## config.mk

```make
export PLATFORM = sky130hd
export DESIGN_NAME = snn_window_ctrl
export DESIGN_NICKNAME = d
export VERILOG_FILES = /design/src/rtl/snn_window_ctrl.sv
export SDC_FILE = /design/constraint.sdc
export NUM_CORES = 1
export LEC_CHECK = 0
export BUFFER_PORTS_ARGS = -buffer_cell sky130_fd_sc_hd__buf_2
export CORE_MARGIN = 8
export CORE_UTILIZATION = 30
export DETAILED_ROUTE_END_ITERATION = 7
export GPL_TIMING_DRIVEN = 0
export MAX_ROUTING_LAYER = met4
export PLACE_DENSITY = 0.48
export SYNTH_ARGS = -nofsm -noshare
export SYNTH_HDL_FRONTEND = slang
export SYNTH_SLANG_ARGS = --single-unit
```

## constraint.sdc

```tcl
create_clock -name clk -period 3.5 [get_ports clk]
set_input_delay 0.7 -clock clk [delete_from_list [all_inputs] [get_ports clk]]
set_output_delay 0.7 -clock clk [all_outputs]
set_load 0.02 [all_outputs]
```

## src/rtl/snn_window_ctrl.sv

```systemverilog
// Evaluation-window controller for a two-layer spiking classifier: captures a pixel,
// pulses neuron/encoder resets, counts output spikes over STEPS+DRAIN_CYC cycles and reports a class.
module snn_window_ctrl #(
   parameter int unsigned STEPS            = 50,
   parameter int unsigned DRAIN_CYC        = 2,
   parameter int unsigned N_SP_TO_ACTIVATE = 5
) (
   input  logic       clk,
   input  logic       reset_n,
   input  logic       pix_valid,
   output logic       pix_ready,
   input  logic [7:0] r_in,
   input  logic [7:0] g_in,
   input  logic [7:0] b_in,
   output logic [7:0] r_hold,
   output logic [7:0] g_hold,
   output logic [7:0] b_hold,
   output logic       enc_reset,
   output logic       res_ly_1,
   output logic       res_ly_2,
   input  logic       out_0,
   input  logic       out_1,
   output logic       cls_valid,
   output logic [1:0] cls,
   output logic [7:0] cnt0,
   output logic [7:0] cnt1
);

   typedef enum logic [2:0] {IDLE, CLEAR, RUN, DRAIN, REPORT} state_e;

   localparam logic [7:0] LAST_STEP  = 8'(STEPS - 1);
   localparam logic [3:0] LAST_DRAIN = 4'((DRAIN_CYC == 0) ? 0 : DRAIN_CYC - 1);
   localparam bit         HAS_DRAIN  = (DRAIN_CYC != 0);

   state_e     state_q, state_d;
   logic [7:0] step_q, step_d;
   logic [3:0] drain_q, drain_d;
   logic [7:0] work0_q, work0_d;
   logic [7:0] work1_q, work1_d;
   logic [7:0] r_hold_q, r_hold_d;
   logic [7:0] g_hold_q, g_hold_d;
   logic [7:0] b_hold_q, b_hold_d;
   logic       ready_q, ready_d;
   logic       clr_q, clr_d;
   logic       cls_valid_q, cls_valid_d;
   logic [1:0] cls_q, cls_d;
   logic [7:0] cnt0_q, cnt0_d;
   logic [7:0] cnt1_q, cnt1_d;

   function automatic logic [7:0] sat_inc(input logic [7:0] v, input logic inc);
      return (v == 8'hFF) ? v : v + 8'(inc);
   endfunction

   always_comb begin
      state_d  = state_q;
      step_d   = step_q;
      drain_d  = drain_q;
      work0_d  = work0_q;
      work1_d  = work1_q;
      r_hold_d = r_hold_q;
      g_hold_d = g_hold_q;
      b_hold_d = b_hold_q;
      cls_d    = cls_q;
      cnt0_d   = cnt0_q;
      cnt1_d   = cnt1_q;

      case (state_q)
         IDLE: begin
            if (pix_valid) begin
               state_d  = CLEAR;
               r_hold_d = r_in;
               g_hold_d = g_in;
               b_hold_d = b_in;
            end
         end
         CLEAR: begin
            state_d = RUN;
            step_d  = '0;
            drain_d = '0;
            work0_d = '0;
            work1_d = '0;
         end
         RUN: begin
            work0_d = sat_inc(work0_q, out_0);
            work1_d = sat_inc(work1_q, out_1);
            if (step_q == LAST_STEP) begin
               state_d = HAS_DRAIN ? DRAIN : REPORT;
               drain_d = '0;
            end else begin
               step_d = step_q + 8'd1;
            end
         end
         DRAIN: begin
            work0_d = sat_inc(work0_q, out_0);
            work1_d = sat_inc(work1_q, out_1);
            if (drain_q == LAST_DRAIN) begin
               state_d = REPORT;
            end else begin
               drain_d = drain_q + 4'd1;
            end
         end
         REPORT: state_d = IDLE;
         default: state_d = IDLE;
      endcase

      // Results are latched on the edge entering REPORT so they already include the final counting cycle.
      if (state_d == REPORT) begin
         cnt0_d = work0_d;
         cnt1_d = work1_d;
         if (32'(work0_d) >= N_SP_TO_ACTIVATE) begin
            cls_d = 2'b01;
         end else if (32'(work1_d) >= N_SP_TO_ACTIVATE) begin
            cls_d = 2'b10;
         end else begin
            cls_d = 2'b00;
         end
      end

      ready_d     = (state_d == IDLE);
      clr_d       = (state_d == CLEAR);
      cls_valid_d = (state_d == REPORT);
   end

   always_ff @(posedge clk or negedge reset_n) begin
      if (!reset_n) begin
         state_q     <= IDLE;
         step_q      <= '0;
         drain_q     <= '0;
         work0_q     <= '0;
         work1_q     <= '0;
         r_hold_q    <= '0;
         g_hold_q    <= '0;
         b_hold_q    <= '0;
         ready_q     <= 1'b1;
         clr_q       <= 1'b0;
         cls_valid_q <= 1'b0;
         cls_q       <= '0;
         cnt0_q      <= '0;
         cnt1_q      <= '0;
      end else begin
         state_q     <= state_d;
         step_q      <= step_d;
         drain_q     <= drain_d;
         work0_q     <= work0_d;
         work1_q     <= work1_d;
         r_hold_q    <= r_hold_d;
         g_hold_q    <= g_hold_d;
         b_hold_q    <= b_hold_d;
         ready_q     <= ready_d;
         clr_q       <= clr_d;
         cls_valid_q <= cls_valid_d;
         cls_q       <= cls_d;
         cnt0_q      <= cnt0_d;
         cnt1_q      <= cnt1_d;
      end
   end

   assign pix_ready = ready_q;
   assign r_hold    = r_hold_q;
   assign g_hold    = g_hold_q;
   assign b_hold    = b_hold_q;
   assign enc_reset = clr_q;
   assign res_ly_1  = clr_q;
   assign res_ly_2  = clr_q;
   assign cls_valid = cls_valid_q;
   assign cls       = cls_q;
   assign cnt0      = cnt0_q;
   assign cnt1      = cnt1_q;

endmodule

```

; ---- After elaboration in Yosys (flattened, before gate mapping)
; Cells that the tools add are included.
[word_totals]
in_bits = 29
out_inout_bits = 47
register_bits = 76
word_cells = 55
[classes]
add_sub_neg = 4
n_reduce_logical = 8
n_mux = 15
order_cmp = 2
eq_ne = 12
[ops]
columns = cell, count
row1 = $pmux W8 S2, 3
row2 = $mux W8, 3
row3 = $add A8 B1 Y8, 2
row4 = $eq A8 B8 Y1 const B, 2
row5 = $ge A8 B3 Y1 const B, 2
row6 = $pmux W3 S4, 1
row7 = $pmux W4 S3, 1
row8 = $mux W3, 3
row9 = $add A8 B1 Y8 const B, 1
row10 = $eq A8 B6 Y1 const B, 1
row11 = $mux W4, 2
row12 = $eq A3 B1 Y1 const B, 2
row13 = $eq A3 B2 Y1 const B, 2
row14 = $logic_not A3 Y1, 2
row15 = $ne A2 B2 Y1 const B, 3
row16 = $add A4 B1 Y4 const B, 1
row17 = $eq A4 B1 Y1 const B, 1
row18 = $mux W2, 2
row19 = $reduce_and A2 Y1, 2
row20 = $eq A3 B3 Y1 const B, 1
row21 = $reduce_and A3 Y1, 1
row22 = $reduce_bool A3 Y1, 1
row23 = $reduce_bool A2 Y1, 1
row24 = $reduce_or A2 Y1, 1

; ---- Logic depth before layout (Yosys ltp)
; Gate-level depths: netlist (run 1).
[logic_depth]
word_depth = 6
mapped_depth = 9
depth_no_buf = 8

; ---- Worst setup path before layout (run 1)
; Ideal clock, no wire load.
[synth_path]
kind = input port to flip-flop
from = input port out_1
to = register cls_q[1], in the netlist cls[1]
setup_ps = 121
required_time_ps = 3379
arrival_ps = 2283
stages = 8
setup_slack_ps = 1096
n_path_buf = 0
cell_sequence = ha_1 ha_1 nand3_1 nor3_1 a41oi_1 o21a_1 or4_1 a22o_1
[synth_between]
elab_chain_len = 6
[synth_lines]
columns = item, line
row1 = "start, declared", 22  ; input logic out_1,
row2 = $add A8 B1 Y8, 51  ; return (v == 8'hFF) ? v : v + 8'(inc);
row3 = $mux W8, 51
row4 = $pmux W8 S2, 67  ; case (state_q)
row5 = via work1_d[6], 39  ; logic [7:0] work1_q, work1_d;
row6 = $ge A8 B3 Y1, 112  ; end else if (32'(work1_d) >= N_SP_TO_ACTIVATE) begin
row7 = $mux W2, 112
row8 = $mux W2, 110  ; if (32'(work0_d) >= N_SP_TO_ACTIVATE) begin
row9 = "end signal, assigned", 152  ; cls_q <= cls_d;
row10 = "end, declared", 46  ; logic [1:0] cls_q, cls_d;
; The timed path passes the listed nets, and every way through them passes these cells.
; A chain may end at the register's enable or synchronous reset.

; ---- Worst setup path in the final report (run 1)
[layout_path]
from = input port out_1
to = register cls_q[1], in the netlist cls[1]
[layout_between]
elab_chain_len = 6
[layout_lines]
columns = item, line
row1 = $add A8 B1 Y8, 51
row2 = $mux W8, 51
row3 = $pmux W8 S2, 67
row4 = $ge A8 B3 Y1, 112
row5 = $mux W2, 112
row6 = $mux W2, 110
; Every way passes these cells.

==> impl_metrics.ini, run 1 <==
[placed_design]
place_area_sq_um = 4100
routabilityCongestion = 0.860
place_hpwl_mm = 6.35
dp_worst_setup_slack_ps = 629
numPortBuffers = 75

[clock_network]
cts_buffers = 9
clkLatencyLatePin_ps = 330
path_clk_slew_ps = 60
htreeDepth = 3
cts_sinks = 76
cts_root_buffer = clkbuf_16
ctsHoldBuffers = 0
postCtsSetupBuffers = 0
post_cts_resized = 0
cts_tree = built
cts_buffer_depth = 2

[die]
core_sq_um = 11400
placementRows = 39
boundaryPins = 76
die-area_sq_um = 15500
start_util_pct = 30.8
die_x_um = 124
die_y_um = 124

[global_route]
grt_antenna_before_repair = 0
overflow = 0
grt_max_degree = 40
grt_pass1_wl_mm = 14.8
grt_usage_pct = 12.0
grt_pass1_vias = 2849

[sta]
holdWs_ps = 329
finClkSkew_ps = 6.58
fmax_ghz = 0.397
setup_violations = 0
rsz0062_at_grt = false
worst_pin_slew_ps = 757
hold_viol = 0
drv_slew = 0
fin_ws_ps = 978
slew_headroom_pct = 49.4
finalCritPeriodShare_pct = 72.0
tns_ps = 0
post-route-min-period_ps = 2520

[routing]
routedWlPerCell_um = 15.0
vias_per_cell = 4.88
firstDrtPassIters = 4
drc = 0
drt-total-wl_mm = 8.60
num_vias = 2799
drt-initial-drc-count = 190
drtAntennaViolNets = 0

[worst_setup_path]
critPathLaunch = out_1
crit_path_end = cls[1]
path_delay_family = compound AO/OA/AOI/OAI gates
crit_fanout = 4
r2r_slack_ps = 1010
end_kind = register
worst-path-buf-inv = 1
cp_cell_sequence = buf_2 -> ha_1 -> nand3_1 -> o211a_1 -> a221oi_1 -> nand4_1 -> or4_1 -> a22o_1
start_kind = primary input
crit_type = primary input to register
cp.depth = 8
worstPathArrival_ps = 2740
cp_slowest_cell = a221oi_1
r2r_cells = 7
critical_path.max_stage_delay_ps = 490
cp.required_ps = 3720
rr_startpoint = state_q[2]
r2r_end = cls[1]

[synth]
synth-edff-count = 0
yosys.cell_types.count = 54
synth.area.top_cells = dfrtp_1 (53%), mux2_2 (8.0%), nand2_1 (7.7%)
ys.flop_type = dfrtp_1
synthCells = 339
syn_area_sq_um = 3520
async_flop_share_pct = 100
synth_top_area_share_pct = 53.3
syn-num-nets = 376
syn_avg_cell_area_sq_um = 10.4
ys_ff_latch = 76
synth_top_area_cell = dfrtp_1
yosysWarnings = 0
seq_area_frac_synth_pct = 54.0

[final_layout]
syn_to_final_growth_pct = 25.4
drive_gt1_share_pct = 29.9
nets = 463
antenna_cells = 0
design_area_sq_um = 4420

[run_status]
status = finished, final reports clean

[power]
p_leak_uw = 0.00209
p_per_area_nw_per_um2 = 561
irDropWorstVdd_uv = 202

[flow_run]
cap_violations = 0

[min_path]
min_path_type = primary input to asynchronous set/reset pin
## cells in the final DEF, fill, tap and decap left out, drive strengths merged, types with 3 or more instances in the layout
cell type and instances:
nor2b 3, clkbuf 18, ha 8, nand4 9, nand3 11, o21ai 20
inv 8, nand2 72, mux2 25, a21oi 10, o211ai 3, nor3 5
nor2 23, buf 84, dfrtp 75, clkinv 4, xor2 6, nand2b 4
## synth_stat cells (3+ instances only)
cell type and n:
a21oi_1 10, buf_4 3, clkbuf_1 7, dfrtp_1 75
ha_1 8, inv_1 7, mux2_2 25, nand2_1 72
nand2b_1 3, nand3_1 11, nand4_1 9, nor2_1 23
nor2b_1 3, nor3_1 5, o211ai_1 3, o21ai_0 20
xor2_1 6
## worst reg2reg max path: cells and delay by family (launching register included)
kind                   cells  cell delay (ps)
flip-flops                 1              470
buffers and inverters      1              330
AND/OR/NAND/NOR            2              670
AO/OA/AOI/OAI              4              970
## worst min-delay path by stage
stage               startpoint         end  slack, ps
floorplan              reset_n   b_hold[0]        400
global placement       cnt0[1]     cnt0[1]        460
detailed placement     cnt1[6]     cnt1[6]        460
CTS                    reset_n     cnt0[1]        350
global route           reset_n  work0_q[1]        370
finish                 reset_n     cnt0[1]        330
## flip-flops by register name, summed over array words and instances (netlist names)
register   flops
b_hold         8
cnt0           8
cnt1           8
g_hold         8
r_hold         8
step_q         8
work0_q        8
work1_q        8
drain_q        4
state_q        3
cls            2
cls_valid      1
enc_reset      1
pix_ready      1
## routing by layer
layer | track usage [%] | share of wire [%] | vias up
met5 | - | 0 | -
met4 | 5.67 | 2.0 | 0
met3 | 2.60 | 3.0 | 11
met2 | 18.5 | 50 | 61
met1 | 14.6 | 45 | 1356
li1 | - | - | 1371
## stage by stage
| step | total power (uW) | instances | util (%) |
|---|---|---|---|
| floorplan | 1350 | 339 | - |
| global placement | 1490 | 557 | 35.7 |
| detailed placement | 1500 | 558 | 35.9 |
| CTS | 2510 | 574 | 38.7 |
| global route | 2610 | 574 | 38.7 |
| finish | 2480 | 574 | 38.7 |
## where the power goes
group / switching (uW) / internal [uW] / total [uW]
Clock: 364 / 626 / 989
Combinational: 246 / 166 / 412
Sequential: 104 / 970 / 1070
## kinds of logic after synthesis
logic type,count (synthesis),synth area share [%]
buffers and inverters,24,3.41
XOR/XNOR,7,1.74
AO/OA/AOI/OAI,56,10.6
multiplexers,26,8.28
adder cells (fa/ha/maj),8,2.84
flip-flops,76,54.0
AND/OR/NAND/NOR,142,19.1
## layout make-up
cell class / instances / area (sq um)
sequential: 76 / 1900
clock inverter: 6 / 87.6
inverter: 8 / 30.0
timing repair buffer: 76 / 398
multi-input combinational: 239 / 1500
tap: 143 / 179
buffer: 16 / 90.1
fill: 1196 / 7000
clock buffer: 10 / 229
(Power assumes the default switching activity.)
==> run 2: changes to the inputs <==
--- a/config.mk
+++ b/config.mk
@@ -11,7 +11,7 @@
 export DETAILED_ROUTE_END_ITERATION = 7
 export GPL_TIMING_DRIVEN = 0
 export MAX_ROUTING_LAYER = met4
-export PLACE_DENSITY = 0.48
+export PLACE_DENSITY = 0.5
 export SYNTH_ARGS = -nofsm -noshare
 export SYNTH_HDL_FRONTEND = slang
 export SYNTH_SLANG_ARGS = --single-unit
==> constraint.sdc (replaced) <==
create_clock -name clk -period 2.15 [get_ports clk]
set_input_delay 0.43 -clock clk [delete_from_list [all_inputs] [get_ports clk]]
set_output_delay 0.43 -clock clk [all_outputs]
set_load 0.02 [all_outputs]
==> impl_metrics.ini, run 2 (synthesized netlist as in run 1, its figures left out) <==
[final_layout]
layout_common_cells = buf_2 (76), nand2_1 (72), dfrtp_1 (71), mux2_2 (25), nor2_1 (22)
design_area_sq_um = 4680
mostFrequentLayoutCell = buf_2
syn_to_final_growth_pct = 33.0
final_cells = 586
drive_gt1_share_pct = 38.6
fillCellCount = 1150
antenna_cells = 0
nets = 476

[clock_network]
path_clk_slew_ps = 60
cts_sinks = 76
cts_buffers = 9
htreeDepth = 3
cts_root_buffer = clkbuf_16
clkLatencyLatePin_ps = 330
cts_buffer_depth = 2
cts_tree = built

[sta]
fin_ws_ps = -45.8
drv_slew = 0
finClkSkew_ps = 6.23
slew_headroom_pct = 63.8
tns_ps = -51.5
worst_pin_slew_ps = 543
post-route-min-period_ps = 2200
rsz0062_at_grt = true
fmax_ghz = 0.455
finalCritPeriodShare_pct = 102
setup_violations = 2
hold_viol = 0

[routing]
vias_per_cell = 4.87
routedWlPerCell_um = 15.5
top_layer = met4
drt-total-wl_mm = 9.11
drc = 0
firstDrtPassIters = 4
drtAntennaViolNets = 0
wl_met2_mm = 4.57
num_vias = 2852
drt-initial-drc-count = 157
drt-met1-wl_mm = 4.18
wl_met3_um = 213

[worst_setup_path]
start_kind = register
cp.required_ps = 2370
path_delay_family = simple AND/OR/NAND/NOR gates
cp_cell_sequence = ha_4 -> ha_4 -> nand3_4 -> nor2_1 -> o31ai_1 -> nand4_1 -> or4_4 -> a22o_1
worstPathArrival_ps = 2420
worst-path-buf-inv = 0
critical_path.most_common_cell = ha_4
rr_startpoint = work1_q[0]
crit_fanout = 4
crit_type = register to register
cp_slowest_cell = or4_4
critPathLaunch = work1_q[0]
end_kind = register
critical_path.max_stage_delay_ps = 440

[die]
die_x_um = 124
core_sq_um = 11400
die_y_um = 124
boundaryPins = 76
start_util_pct = 30.8
placementRows = 39
die-area_sq_um = 15500

[global_route]
grt_pass1_vias = 2908
grt_pass1_wl_mm = 14.9
grt_max_degree = 64
overflow = 0
grt_antenna_before_repair = 0
grt_usage_pct = 12.0

[power]
pwr-share-clk_pct = 36.2
finalPower_uw = 4040
irDropWorstVdd_uv = 332
p_leak_uw = 0.00219
netSwitchingFraction_pct = 30.3
p_per_area_nw_per_um2 = 862
power_frac_comb_pct = 19.4
power.internal_uw = 2810
power_frac_seq_pct = 44.4
switchingPower_uw = 1230

[min_path]
hp-start = r_in[7]
min_path_type = primary input to register

[placed_design]
place_hpwl_mm = 6.31
dp_worst_setup_slack_ps = -383
dp_cells = 558
numPortBuffers = 75
place_area_sq_um = 4110
routabilityCongestion = 0.848

[flow_run]
cap_violations = 0

[run_status]
violations = setup timing
status = finished, violations left
## run 2: final timing paths
kind                        endpoint  slack [ps]  cells after the start
min                        r_hold[7]         320                      2
max reg2reg                   cls[1]         -50                      8
max in group asynchronous  step_q[0]        1040                      3
max                           cls[1]         -50                      8
min reg2reg                  cnt0[0]         470                      2
min in group asynchronous  enc_reset         510                      2
## run 2: timing repair
item | in CTS | in global routing
endpoints found under the setup margin | 28 | 27
pin swaps | 0 | 5
cloned | 0 | 0
setup buffers | 1 | 13
hold buffers | 1 | 0
hold endpoints to repair | 12 | 0
resized for setup | 15 | 26
## run 2: worst register-to-register path, cell delays in order, from the launching register on
cell	delay, ps
dfrtp_2	430
ha_4	190
ha_4	170
nand3_4	100
nor2_1	60
o31ai_1	320
nand4_1	180
or4_4	440
a22o_1	190
## run 2: stage by stage
stage          util [%]  hold slack, ps
4_1_cts            39.0             315
3_3_place_gp       35.7             456
6_report           41.0             323
2_1_floorplan         -             134
3_5_place_dp       36.0             305
5_1_grt            41.0             317
## run 2: per-layer routing
layer / GRT usage (%) / vias up
met5: - / -
met4: 5.81 / 0
met3: 2.64 / 11
met2: 18.5 / 56
met1: 14.6 / 1399
li1: - / 1386
## run 2: area by class of cell
cell class / count / area [sq um] / share of cell area (%)
tap: 143 / 179 / 3.82
sequential: 76 / 1910 / 40.7
inverter: 8 / 30.0 / 0.641
clock inverter: 3 / 21.3 / 0.454
buffer: 14 / 91.3 / 1.95
timing repair buffer: 91 / 520 / 11.1
clock buffer: 12 / 267 / 5.69
multi-input combinational: 239 / 1670 / 35.6
## run 2: power groups by stage
stage	Sequential (uW)	Clock, uW	Combinational [uW]
CTS	1750	1500	679
global placement	1770	0	652
floorplan	1760	0	436
global route	1820	1560	864
detailed placement	1770	0	662
finish	1790	1460	784
==> run 3: changes to the inputs <==
--- a/config.mk
+++ b/config.mk
@@ -7,11 +7,13 @@
 export LEC_CHECK = 0
 export BUFFER_PORTS_ARGS = -buffer_cell sky130_fd_sc_hd__buf_2
 export CORE_MARGIN = 8
-export CORE_UTILIZATION = 30
+export CORE_UTILIZATION = 49
+export CTS_CLUSTER_SIZE = 40
 export DETAILED_ROUTE_END_ITERATION = 7
 export GPL_TIMING_DRIVEN = 0
 export MAX_ROUTING_LAYER = met4
-export PLACE_DENSITY = 0.5
+export PLACE_DENSITY = 0.75
 export SYNTH_ARGS = -nofsm -noshare
 export SYNTH_HDL_FRONTEND = slang
 export SYNTH_SLANG_ARGS = --single-unit
+export TNS_END_PERCENT = 5
==> impl_metrics.ini, run 3 (synthesized netlist as in run 1, its figures left out) <==
[sta]
rsz0062_at_grt = true
finalCritPeriodShare_pct = 103
fin_ws_ps = -56.7
fmax_ghz = 0.453
post-route-min-period_ps = 2210
drv_slew = 0
tns_ps = -56.7
worst_pin_slew_ps = 526
hold_viol = 0
slew_headroom_pct = 64.6
setup_violations = 1
finClkSkew_ps = 8.50

[clock_network]
htreeDepth = 3
cts_sinks = 76
cts_buffer_depth = 2
cts_tree = built
cts_buffers = 9
clkLatencyLatePin_ps = 340
cts_root_buffer = clkbuf_8
path_clk_slew_ps = 80

[power]
power.internal_uw = 2560
pwr-share-clk_pct = 30.3
finalPower_uw = 3740
irDropWorstVdd_uv = 582
switchingPower_uw = 1170
power_frac_comb_pct = 22.3
power_frac_seq_pct = 47.4
netSwitchingFraction_pct = 31.4
p_leak_uw = 0.00214
p_per_area_nw_per_um2 = 833

[routing]
drt-initial-drc-count = 141
num_vias = 2872
drt-total-wl_mm = 8.38
drc = 0
vias_per_cell = 5.32
firstDrtPassIters = 4
routedWlPerCell_um = 15.5
drtAntennaViolNets = 0

[worst_setup_path]
cp_slowest_cell = or4_4
critPathLaunch = work1_q[0]
crit_fanout = 4
end_kind = register
r2r_cells = 7
rr_startpoint = work1_q[0]
r2r_slack_ps = -60
worstPathArrival_ps = 2440
crit_path_end = cls[1]
cp_cell_sequence = buf_6 -> nand4_1 -> o32ai_2 -> a221oi_2 -> nand4_1 -> or4_4 -> a22o_1
crit_type = register to register
r2r_end = cls[1]
critical_path.most_common_cell = nand4_1
cp.required_ps = 2380
start_kind = register
critical_path.max_stage_delay_ps = 540

[run_status]
status = finished, violations left
violations = setup timing

[placed_design]
routabilityCongestion = 0.945
place_area_sq_um = 4050
dp_worst_setup_slack_ps = -306
numPortBuffers = 75
place_hpwl_mm = 5.85

[final_layout]
mostFrequentLayoutCell = buf_2
postLayoutCoreUtil_pct = 63.3
drive_gt1_share_pct = 37.6
antenna_cells = 0
syn_to_final_growth_pct = 27.5
nets = 473
layout_common_cells = buf_2 (76), dfrtp_1 (73), nand2_1 (72), mux2_2 (25), nor2_1 (21)
design_area_sq_um = 4490

[die]
die_x_um = 101
die-area_sq_um = 10200
start_util_pct = 49.6
die_y_um = 101
core_sq_um = 7100
placementRows = 31
boundaryPins = 76

[global_route]
grt_usage_pct = 17.6
grt_pass1_wl_mm = 13.7
grt_antenna_before_repair = 0
overflow = 0
grt_max_degree = 58
grt_pass1_vias = 2873

[min_path]
min_path_type = primary input to register

[flow_run]
cap_violations = 0
## run 3: final cells by class
cell class | count | area [sq um]
flip-flops and latches | 76 | 1910
plain buffers | 15 | 93.8
clock inverters | 5 | 57.6
fillers | 538 | 2610
repair buffers | 87 | 494
multi-input cells | 239 | 1640
inverters | 8 | 30.0
well taps | 99 | 124
clock buffers | 11 | 151
## run 3: routing by layer
layer / track usage [%] / vias to the layer above / wire length, um
li1: - / 1386 / -
met1: 21.6 / 1410 / 3700
met2: 28.0 / 66 / 4290
met3: 2.62 / 10 / 275
met4: 7.91 / 0 / 114
met5: - / - / 0
## run 3: power by group through the flow
stage          clock network [uW]  registers, uW  logic (uW)
3_3_place_gp                    0           1760         631
5_1_grt                      1230           1790         927
3_5_place_dp                    0           1780         653
4_1_cts                      1150           1750         690
2_1_floorplan                   0           1760         436
6_report                     1130           1770         833
## run 3: worst min path at each step
stage                     startpoint   endpoint  slack, ps  cells after the start
after floorplan              reset_n  b_hold[0]        130                      0
after global placement       cnt0[2]    cnt0[2]        450                      2
after detailed placement     reset_n    cnt0[0]        340                      1
after CTS                    r_in[2]  r_hold[2]        300                      2
after global routing         b_in[6]  b_hold[6]        300                      2
final                        r_in[2]  r_hold[2]        320                      2
## run 3: critical path, delay by kind of cell (launching register included)
kind                   cells  cell delay, ps
AO/OA/AOI/OAI              3             630
AND/OR/NAND/NOR            3             900
flip-flops                 1             430
buffers and inverters      1             140
## run 3: stage by stage
| stage | cells | hold WS (ps) |
|---|---|---|
| after floorplan | 339 | 134 |
| after global placement | 513 | 453 |
| after detailed placement | 514 | 338 |
| after CTS | 532 | 303 |
| after global routing | 540 | 303 |
| final | 540 | 317 |
## run 3: timing repair
| action | CTS | global route |
|---|---|---|
| hold endpoints to repair | 18 | 0 |
| pin swaps | 0 | 9 |
| setup endpoints to repair | 24 | 20 |
| resized for setup | 10 | 29 |
| hold buffers | 1 | 0 |
| buffers inserted | 1 | 10 |
